## src/rtl/usr_pkg.sv

```systemverilog
// Shared op codes and FSM state encodings for the universal shift engine.
package usr_pkg;

   localparam logic [2:0] OP_HOLD = 3'b000;
   localparam logic [2:0] OP_SRL  = 3'b001;
   localparam logic [2:0] OP_SL   = 3'b010;
   localparam logic [2:0] OP_ROR  = 3'b011;
   localparam logic [2:0] OP_ROL  = 3'b100;
   localparam logic [2:0] OP_ASR  = 3'b101;
   localparam logic [2:0] OP_LOAD = 3'b110;
   localparam logic [2:0] OP_RSVD = 3'b111;

   typedef enum logic [1:0] {
      S_IDLE = 2'd0,
      S_RUN  = 2'd1,
      S_DONE = 2'd2
   } state_t;

endpackage

```

## src/rtl/usr_step.sv

```systemverilog
// Single-step next-value function of the shift register; purely combinational.
module usr_step
   import usr_pkg::*;
#(
   parameter int WIDTH = 8
) (
   input  logic [2:0]       op,
   input  logic [WIDTH-1:0] q,
   input  logic [WIDTH-1:0] d,
   input  logic             sin_l,
   input  logic             sin_r,
   output logic [WIDTH-1:0] q_next
);

   always_comb begin
      q_next = q;
      case (op)
         OP_SRL:  q_next = {sin_l, q[WIDTH-1:1]};
         OP_SL:   q_next = {q[WIDTH-2:0], sin_r};
         OP_ROR:  q_next = {q[0], q[WIDTH-1:1]};
         OP_ROL:  q_next = {q[WIDTH-2:0], q[WIDTH-1]};
         OP_ASR:  q_next = {q[WIDTH-1], q[WIDTH-1:1]};
         OP_LOAD: q_next = d;
         default: q_next = q;
      endcase
   end

endmodule

```

## src/rtl/usr_shift_engine.sv

```systemverilog
// WIDTH-bit universal shift register with a burst sequencer (busy/done handshake).
// Define USR_PARITY_EN to drive q_par with the even parity of q; otherwise q_par is 0.
//
// state  | meaning
// S_IDLE | direct mode: ctrl applied every edge; start latches a burst
// S_RUN  | latched op applied once per edge until the step count expires
// S_DONE | one-cycle completion pulse, q holds
module usr_shift_engine
   import usr_pkg::*;
#(
   parameter int WIDTH = 8,
   parameter int AMT_W = 8
) (
   input  logic             clk,
   input  logic             reset,
   input  logic [2:0]       ctrl,
   input  logic [WIDTH-1:0] d,
   input  logic             sin_l,
   input  logic             sin_r,
   input  logic             start,
   input  logic [AMT_W-1:0] amount,
   output logic [WIDTH-1:0] q,
   output logic             sout_l,
   output logic             sout_r,
   output logic             busy,
   output logic             done,
   output logic             q_par
);

   state_t           state, state_nxt;
   logic [2:0]       op_q;
   logic [AMT_W-1:0] cnt;
   logic [2:0]       step_op;
   logic             q_en;
   logic [WIDTH-1:0] q_step;

   usr_step #(.WIDTH(WIDTH)) u_step (
      .op     (step_op),
      .q      (q),
      .d      (d),
      .sin_l  (sin_l),
      .sin_r  (sin_r),
      .q_next (q_step)
   );

   always_ff @(posedge clk or posedge reset) begin
      if (reset) state <= S_IDLE;
      else       state <= state_nxt;
   end

   always_comb begin
      state_nxt = state;
      step_op   = ctrl;
      q_en      = 1'b0;
      case (state)
         S_IDLE: begin
            if (start) begin
               if (amount == '0 || ctrl == OP_HOLD || ctrl == OP_RSVD)
                  state_nxt = S_DONE;
               else
                  state_nxt = S_RUN;
            end else begin
               q_en = 1'b1;
            end
         end
         S_RUN: begin
            step_op = op_q;
            q_en    = 1'b1;
            if (cnt == AMT_W'(1)) state_nxt = S_DONE;
         end
         S_DONE:  state_nxt = S_IDLE;
         default: state_nxt = S_IDLE;
      endcase
   end

   // LOAD bursts collapse to a single step regardless of the requested count.
   always_ff @(posedge clk or posedge reset) begin
      if (reset) begin
         q    <= '0;
         op_q <= OP_HOLD;
         cnt  <= '0;
      end else begin
         if (q_en) q <= q_step;
         if (state == S_IDLE && start) begin
            op_q <= ctrl;
            cnt  <= (ctrl == OP_LOAD && amount != '0) ? AMT_W'(1) : amount;
         end else if (state == S_RUN) begin
            cnt <= cnt - AMT_W'(1);
         end
      end
   end

   assign busy   = (state == S_RUN);
   assign done   = (state == S_DONE);
   assign sout_l = q[WIDTH-1];
   assign sout_r = q[0];

`ifdef USR_PARITY_EN
   assign q_par = ^q;
`else
   assign q_par = 1'b0;
`endif

endmodule

```

## config.mk

```make
export PLATFORM = sky130hd
export DESIGN_NAME = usr_shift_engine
export DESIGN_NICKNAME = d
export VERILOG_FILES = /design/src/rtl/usr_pkg.sv /design/src/rtl/usr_step.sv /design/src/rtl/usr_shift_engine.sv
export SDC_FILE = /design/constraint.sdc
export NUM_CORES = 1
export LEC_CHECK = 0
export ABC_CLOCK_PERIOD_IN_PS = 5400
export CAP_MARGIN = 20
export CORE_UTILIZATION = 30
export DETAILED_ROUTE_END_ITERATION = 16
export GPL_ROUTABILITY_DRIVEN = 0
export PLACE_DENSITY = 0.6
export SLEW_MARGIN = 25
export SYNTH_ARGS = -nofsm -noshare
export SYNTH_HDL_FRONTEND = slang
export SYNTH_SLANG_ARGS = --single-unit
export TNS_END_PERCENT = 30
```

## constraint.sdc

```tcl
create_clock -name clk -period 5.4 [get_ports clk]
set_clock_uncertainty 0.15 [all_clocks]
set_input_delay 0.81 -clock clk [delete_from_list [all_inputs] [get_ports clk]]
set_output_delay 0.81 -clock clk [all_outputs]
set_load 0.05 [all_outputs]
```

==> reports/metrics.yaml, run 1 <==
logic_synthesis:
  avgSynthCellArea_um2: 8.86
  yosysTopAreaCellShare_pct: 36.0
  synthTopCellsByArea: "dfrtp_1 (36%), mux2i_1 (6.8%), nand2_1 (6.4%)"
  synth_ff_type: "dfrtp_1"
  synth_seq_cells: 21
  syn_nets: 191
  netlist_instances: 165
  netlist_area_mm2: 0.00146
  synthDistinctLibCells: 43
  synth_edf_count: 0
  yosys_warnings: 0
  synth_top_cell_by_area: "dfrtp_1"
  synthArstFlopShare_pct: 100
  seq_area_frac_synth_pct: 36.0
cts:
  tritoncts: "done"
  cts_buffer_depth: 2
  path_clk_slew_ns: 0.08
  cts_resized: 0
  h-tree-depth: 1
  post_cts_buffers: 0
  clk_latency_ns: 0.26
  clock-root-buffer: "clkbuf_8"
  cts.sink_count: 21
  cts_buffers: 3
  hold_buffers: 0
drt:
  vias: 1256
  wl_per_cell_um: 13.6
  drcViolationCount: 0
  drt_iter0_drc: 71
  via_per_inst: 5.06
  wl_mm: 3.36
  antenna_left: 0
  drtPass1Iterations: 4
die:
  core_region_area_mm2: 0.00469
  row_count: 25
  start_util_pct: 31.1
  die_w_um: 71.8
  fp.dieArea_mm2: 0.00515
  die_h_um: 71.8
  io_pins: 37
worst_setup_path:
  r2r_end: "q[0]"
  crit_path_max_incr_delay_ns: 0.83
  required_ns: 4.44
  crit_arrival_ns: 2.16
  worstPathCellList: "nand2b_1 -> inv_8 -> clkdlybuf4s50_1"
  crit_fanout: 14
  r2r_cells: 6
  worstSetupStartpointType: "flop"
  rrSetupSlack_ns: 2.99
  crit_type: "flop to output port"
  reg2reg_from: "state[1]"
  end_kind: "output port"
  crit_slowest_cell: "clkdlybuf4s50_1"
finish:
  nets: 221
  final_common_cell: "clkdlybuf4s50_1"
  area_growth_pct: 27.1
  layout_common_cells: "clkdlybuf4s50_1 (35), nand2_1 (25), dfrtp_1 (21)"
  fin_area_mm2: 0.00186
  drive_above_1_share_pct: 6.19
  diodes: 0
  fillers: 483
  fin_cells: 248
power:
  power_density_mw_per_mm2: 606
  p_int_w: 0.000584
  power.leakage_nw: 0.766
  p_clk_share_pct: 9.5
  comb_power_share_pct: 62.2
  power_frac_seq_pct: 28.4
  switching_power_w: 0.000541
  p_sw_share_pct: 48.1
  total_power_w: 0.00112
  max-vdd-ir-drop_mv: 0.159
hold_path:
  worstHoldStart: "cnt[3]"
  holdPathStages: 1
  min_path_type: "flop to flop"
  worstHoldEndpoint: "cnt[3]"
timing:
  tightest_slew_ns: 0.836
  period_share_pct: 57.8
  fin_crit_ns: 3.12
  rsz0062_at_grt: "false"
  slew_headroom_pct: 44.2
  fmax_mhz: 321
  slew_violations: 0
  worst_slack_ns: 2.28
  hold_viol_final: 0
  tns_ns: 0
  setup_viol: 0
grt:
  antenna_found_initial: 0
  overflow: 0
  grt_max_degree: 22
  grt_pass1_vias: 1187
  grt_pass1_wl_mm: 5.58
  track_usage_pct: 13.7
placement:
  placed_cells: 244
  portBuffers: 35
  place_ws_ns: 2.50
  hpwl_mm: 2.56
  dpl_cell_area_mm2: 0.00181
run:
  maxCapViolCount: 0
outcome:
  status: "completed"
final cells by class:
class,instances,area [um^2],share of cell area (%)
Clock buffer,4,45.0,2.43
Inverter,10,45.0,2.43
Timing Repair Buffer,35,350,18.9
Sequential cell,21,526,28.3
Multi-Input combinational cell,124,823,44.3
Tap cell,54,67.6,3.64
synthesized netlist by cell type (all sizes together) (3+ instances only):
| cell | number |
|---|---|
| mux2 | 3 |
| xnor2 | 5 |
| o21ai | 8 |
| inv | 10 |
| nand2 | 25 |
| nand2b | 8 |
| clkbuf | 4 |
| nor2 | 12 |
| mux2i | 11 |
| a211oi | 3 |
| nor2b | 3 |
| nor4 | 3 |
| buf | 6 |
| o221ai | 7 |
| a21oi | 8 |
| dfrtp | 21 |
| nand3 | 3 |
per-stage QoR:
| stage | util (%) | hold slack [ns] |
|---|---|---|
| 6_report | 39.6 | 0.399 |
| 5_1_grt | 39.6 | 0.413 |
| 4_1_cts | 39.6 | 0.389 |
| 3_5_place_dp | 38.6 | 0.372 |
| 3_3_place_gp | 38.6 | 0.371 |
| 2_1_floorplan | - | 0.335 |
flip-flops by register name, indices dropped and copies added (netlist names):
register  cells
state         2
op_q          3
q             8
cnt           8
how the worst max path moves through the flow:
stage                         from   end
after floorplan            ctrl[0]  q[0]
after global placement     ctrl[1]  q[0]
after detailed placement   ctrl[1]  q[0]
after CTS                 state[1]  busy
after global routing      state[1]  busy
final                     state[1]  busy
power groups by stage:
stage	registers [W]	logic, W	clock network (W)
floorplan	0.000393	0.000479	0
global placement	0.000323	0.000696	0
detailed placement	0.000321	0.000698	0
CTS	0.000318	0.000701	0.000110
global route	0.000335	0.000754	0.000116
finish	0.000319	0.000699	0.000107
cells by family (layout without fill, tap and decap cells):
kind of cell / after synthesis / in the layout / share of synthesized area (%)
other cells: 1 / 1 / 0.257
mux: 14 / 14 / 11.0
simple gates: 65 / 65 / 22.3
buf+inv: 20 / 49 / 7.70
compound gates: 35 / 35 / 16.9
xor+xnor: 7 / 7 / 4.20
fa+ha+maj: 2 / 2 / 1.71
flops: 21 / 21 / 36.0
critical path, delay by kind of cell (launching register included):
family | cells | cell delay, ns
flip-flops | 1 | 0.45
buffers and inverters | 2 | 1.06
AND/OR/NAND/NOR | 1 | 0.39
metal layers:
metal	GRT usage, %	up-vias	part of all wire (%)	wire length, um
li1	-	638	-	-
met1	21.1	591	52	1760
met4	4.58	0	0.92	31
met2	19.8	25	43	1440
met3	1.41	2	3.8	127
met5	0	-	0	0
No activity file was read; power rests on OpenSTA's default activity.
==> run 2: changes to the inputs <==
--- a/config.mk
+++ b/config.mk
@@ -5,7 +5,7 @@
 export SDC_FILE = /design/constraint.sdc
 export NUM_CORES = 1
 export LEC_CHECK = 0
-export ABC_CLOCK_PERIOD_IN_PS = 5400
+export ABC_CLOCK_PERIOD_IN_PS = 3200
 export CAP_MARGIN = 20
 export CORE_UTILIZATION = 30
 export DETAILED_ROUTE_END_ITERATION = 16
==> constraint.sdc (replaced) <==
create_clock -name clk -period 3.2 [get_ports clk]
set_clock_uncertainty 0.15 [all_clocks]
set_input_delay 0.48 -clock clk [delete_from_list [all_inputs] [get_ports clk]]
set_output_delay 0.48 -clock clk [all_outputs]
set_load 0.05 [all_outputs]
==> reports/metrics.yaml, run 2 (synthesis results as in run 1) <==
outcome:
  status: "completed"
timing:
  fmax_mhz: 387
  slew_violations: 0  # unchanged
  worst_slack_ns: 0.613  # -1.67 ns
  tns_ns: 0  # unchanged
  slew_headroom_pct: 46.0  # +1.8 points
  setup_viol: 0  # unchanged
  fin_crit_ns: 2.59
  hold_viol_final: 0  # unchanged
  period_share_pct: 80.8
  rsz0062_at_grt: "false"
  tightest_slew_ns: 0.809  # -0.0265 ns
finish:
  fin_util_pct: 39.9  # +0.35 points
  area_growth_pct: 28.2
  final_common_cell: "clkdlybuf4s50_1"
  drive_above_1_share_pct: 7.65  # +1.5 points
  diodes: 0  # unchanged
  fillers: 482  # -0.21%
  layout_common_cells: "clkdlybuf4s50_1 (35), nand2_1 (25), dfrtp_1 (21)"
  nets: 223  # +0.90%
  top_regs: "cnt x8, q x8, op_q x3"
  multiInputGateArea_um2: 823  # unchanged
  seq_area_um2: 526  # unchanged
drt:
  drcViolationCount: 0  # unchanged
  drtPass1Iterations: 4  # unchanged
  drt_iter0_drc: 69  # -2.8%
  vias: 1264  # +0.64%
  wl_mm: 3.48  # +3.5%
  via_per_inst: 5.06  # -0.17%
  antenna_left: 0  # unchanged
  wl_per_cell_um: 13.9  # +2.6%
cts:
  hold_buffers: 0  # unchanged
  cts_buffer_depth: 2  # unchanged
  cts_buffers: 3  # unchanged
  cts_resized: 0  # unchanged
  tritoncts: "done"
  clk_latency_ns: 0.27  # about the same
  cts.sink_count: 21  # unchanged
  path_clk_slew_ns: 0.07  # about the same
  clock-root-buffer: "clkbuf_8"
  post_cts_buffers: 0  # unchanged
  h-tree-depth: 1  # unchanged
worst_setup_path:
  r2r_end: "q[0]"
  required_ns: 2.57  # -1.87 ns
  worstSetupStartpointType: "flop"
  rrSetupSlack_ns: 1.02  # -1.97 ns
  crit_type: "flop to output port"
  crit_arrival_ns: 1.96  # -0.20 ns
  end_kind: "output port"
  crit_fanout: 14  # unchanged
  reg2reg_from: "state[1]"
  r2r_cells: 6  # unchanged
grt:
  grt_pass1_wl_mm: 6.00  # +7.6%
  grt_max_degree: 22  # unchanged
  antenna_found_initial: 0  # unchanged
  grt_pass1_vias: 1222  # +2.9%
  overflow: 0  # unchanged
  track_usage_pct: 14.7  # +1.0 points
hold_path:
  worstHoldStart: "state[1]"
  min_path_type: "flop to flop"
  worstHoldEndpoint: "state[1]"
  holdPathStages: 1  # unchanged
die:
  io_pins: 37  # unchanged
  core_region_area_mm2: 0.00469  # unchanged
  row_count: 25  # unchanged
  die_w_um: 71.8  # unchanged
  start_util_pct: 31.1  # unchanged
  fp.dieArea_mm2: 0.00515  # unchanged
  die_h_um: 71.8  # unchanged
power:
  power.leakage_nw: 0.779  # +1.7%
  max-vdd-ir-drop_mv: 0.268  # +69%
  power_density_mw_per_mm2: 1030  # +69%
placement:
  place_ws_ns: 0.676  # -1.82 ns
  hpwl_mm: 2.66  # +3.9%
  portBuffers: 35  # unchanged
run:
  maxCapViolCount: 0  # unchanged
run 2: changes by cell type in the layout (fill, tap and decap cells not counted), sizes merged:
cell,before,now
buf,0,2
clkbuf,4,3
clkinv,0,1
run 2: power breakdown:
part / internal [W] / switching [W]
sequential: 0.000393 / 0.000148
clock: 0.0000870 / 0.0000936
combinational: 0.000522 / 0.000680
total: 0.00100 / 0.000921
run 2: layer usage:
metal  wire [um]  up-vias  global-route usage [%]  share of wire, %
met5           0        -                       0                 0
met4          48        0                    5.23               1.4
met3         105        4                    1.83               3.0
met2        1540       22                    22.1                44
met1        1780      596                    21.7                51
li1            -      642                       -                 -
run 2: worst max-delay path by stage:
stage | from | end | slack, ns
floorplan | state[1] | q[0] | 1.16
detailed placement | ctrl[2] | q[0] | 0.68
CTS | state[1] | busy | 0.60
global placement | ctrl[1] | q[0] | 0.72
global route | state[1] | busy | 0.55
finish | state[1] | busy | 0.61
run 2: layout make-up:
class,count,share of cell area [%]
inverter,10,2.40
clock inverter,1,0.267
clock buffer,3,2.20
multi-input combinational,124,44.0
timing repair buffer,37,19.5
sequential,21,28.1
tap,54,3.61
run 2: metrics by stage:
| stage | cells | hold WS [ns] | area, um^2 | power [W] |
|---|---|---|---|---|
| 2_1_floorplan | 165 | 0.307 | 1460 | 0.00147 |
| 3_3_place_gp | 246 | 0.369 | 1830 | 0.00174 |
| 3_5_place_dp | 246 | 0.378 | 1830 | 0.00175 |
| 4_1_cts | 250 | 0.392 | 1870 | 0.00193 |
| 5_1_grt | 250 | 0.426 | 1870 | 0.00207 |
| 6_report | 250 | 0.404 | 1870 | 0.00192 |
run 2: worst max-delay path, stage by stage, from the launching register on:
cell             delay [ns]
dfrtp_1                0.45
nand2b_1               0.26
inv_8                  0.16
clkdlybuf4s50_1        0.82
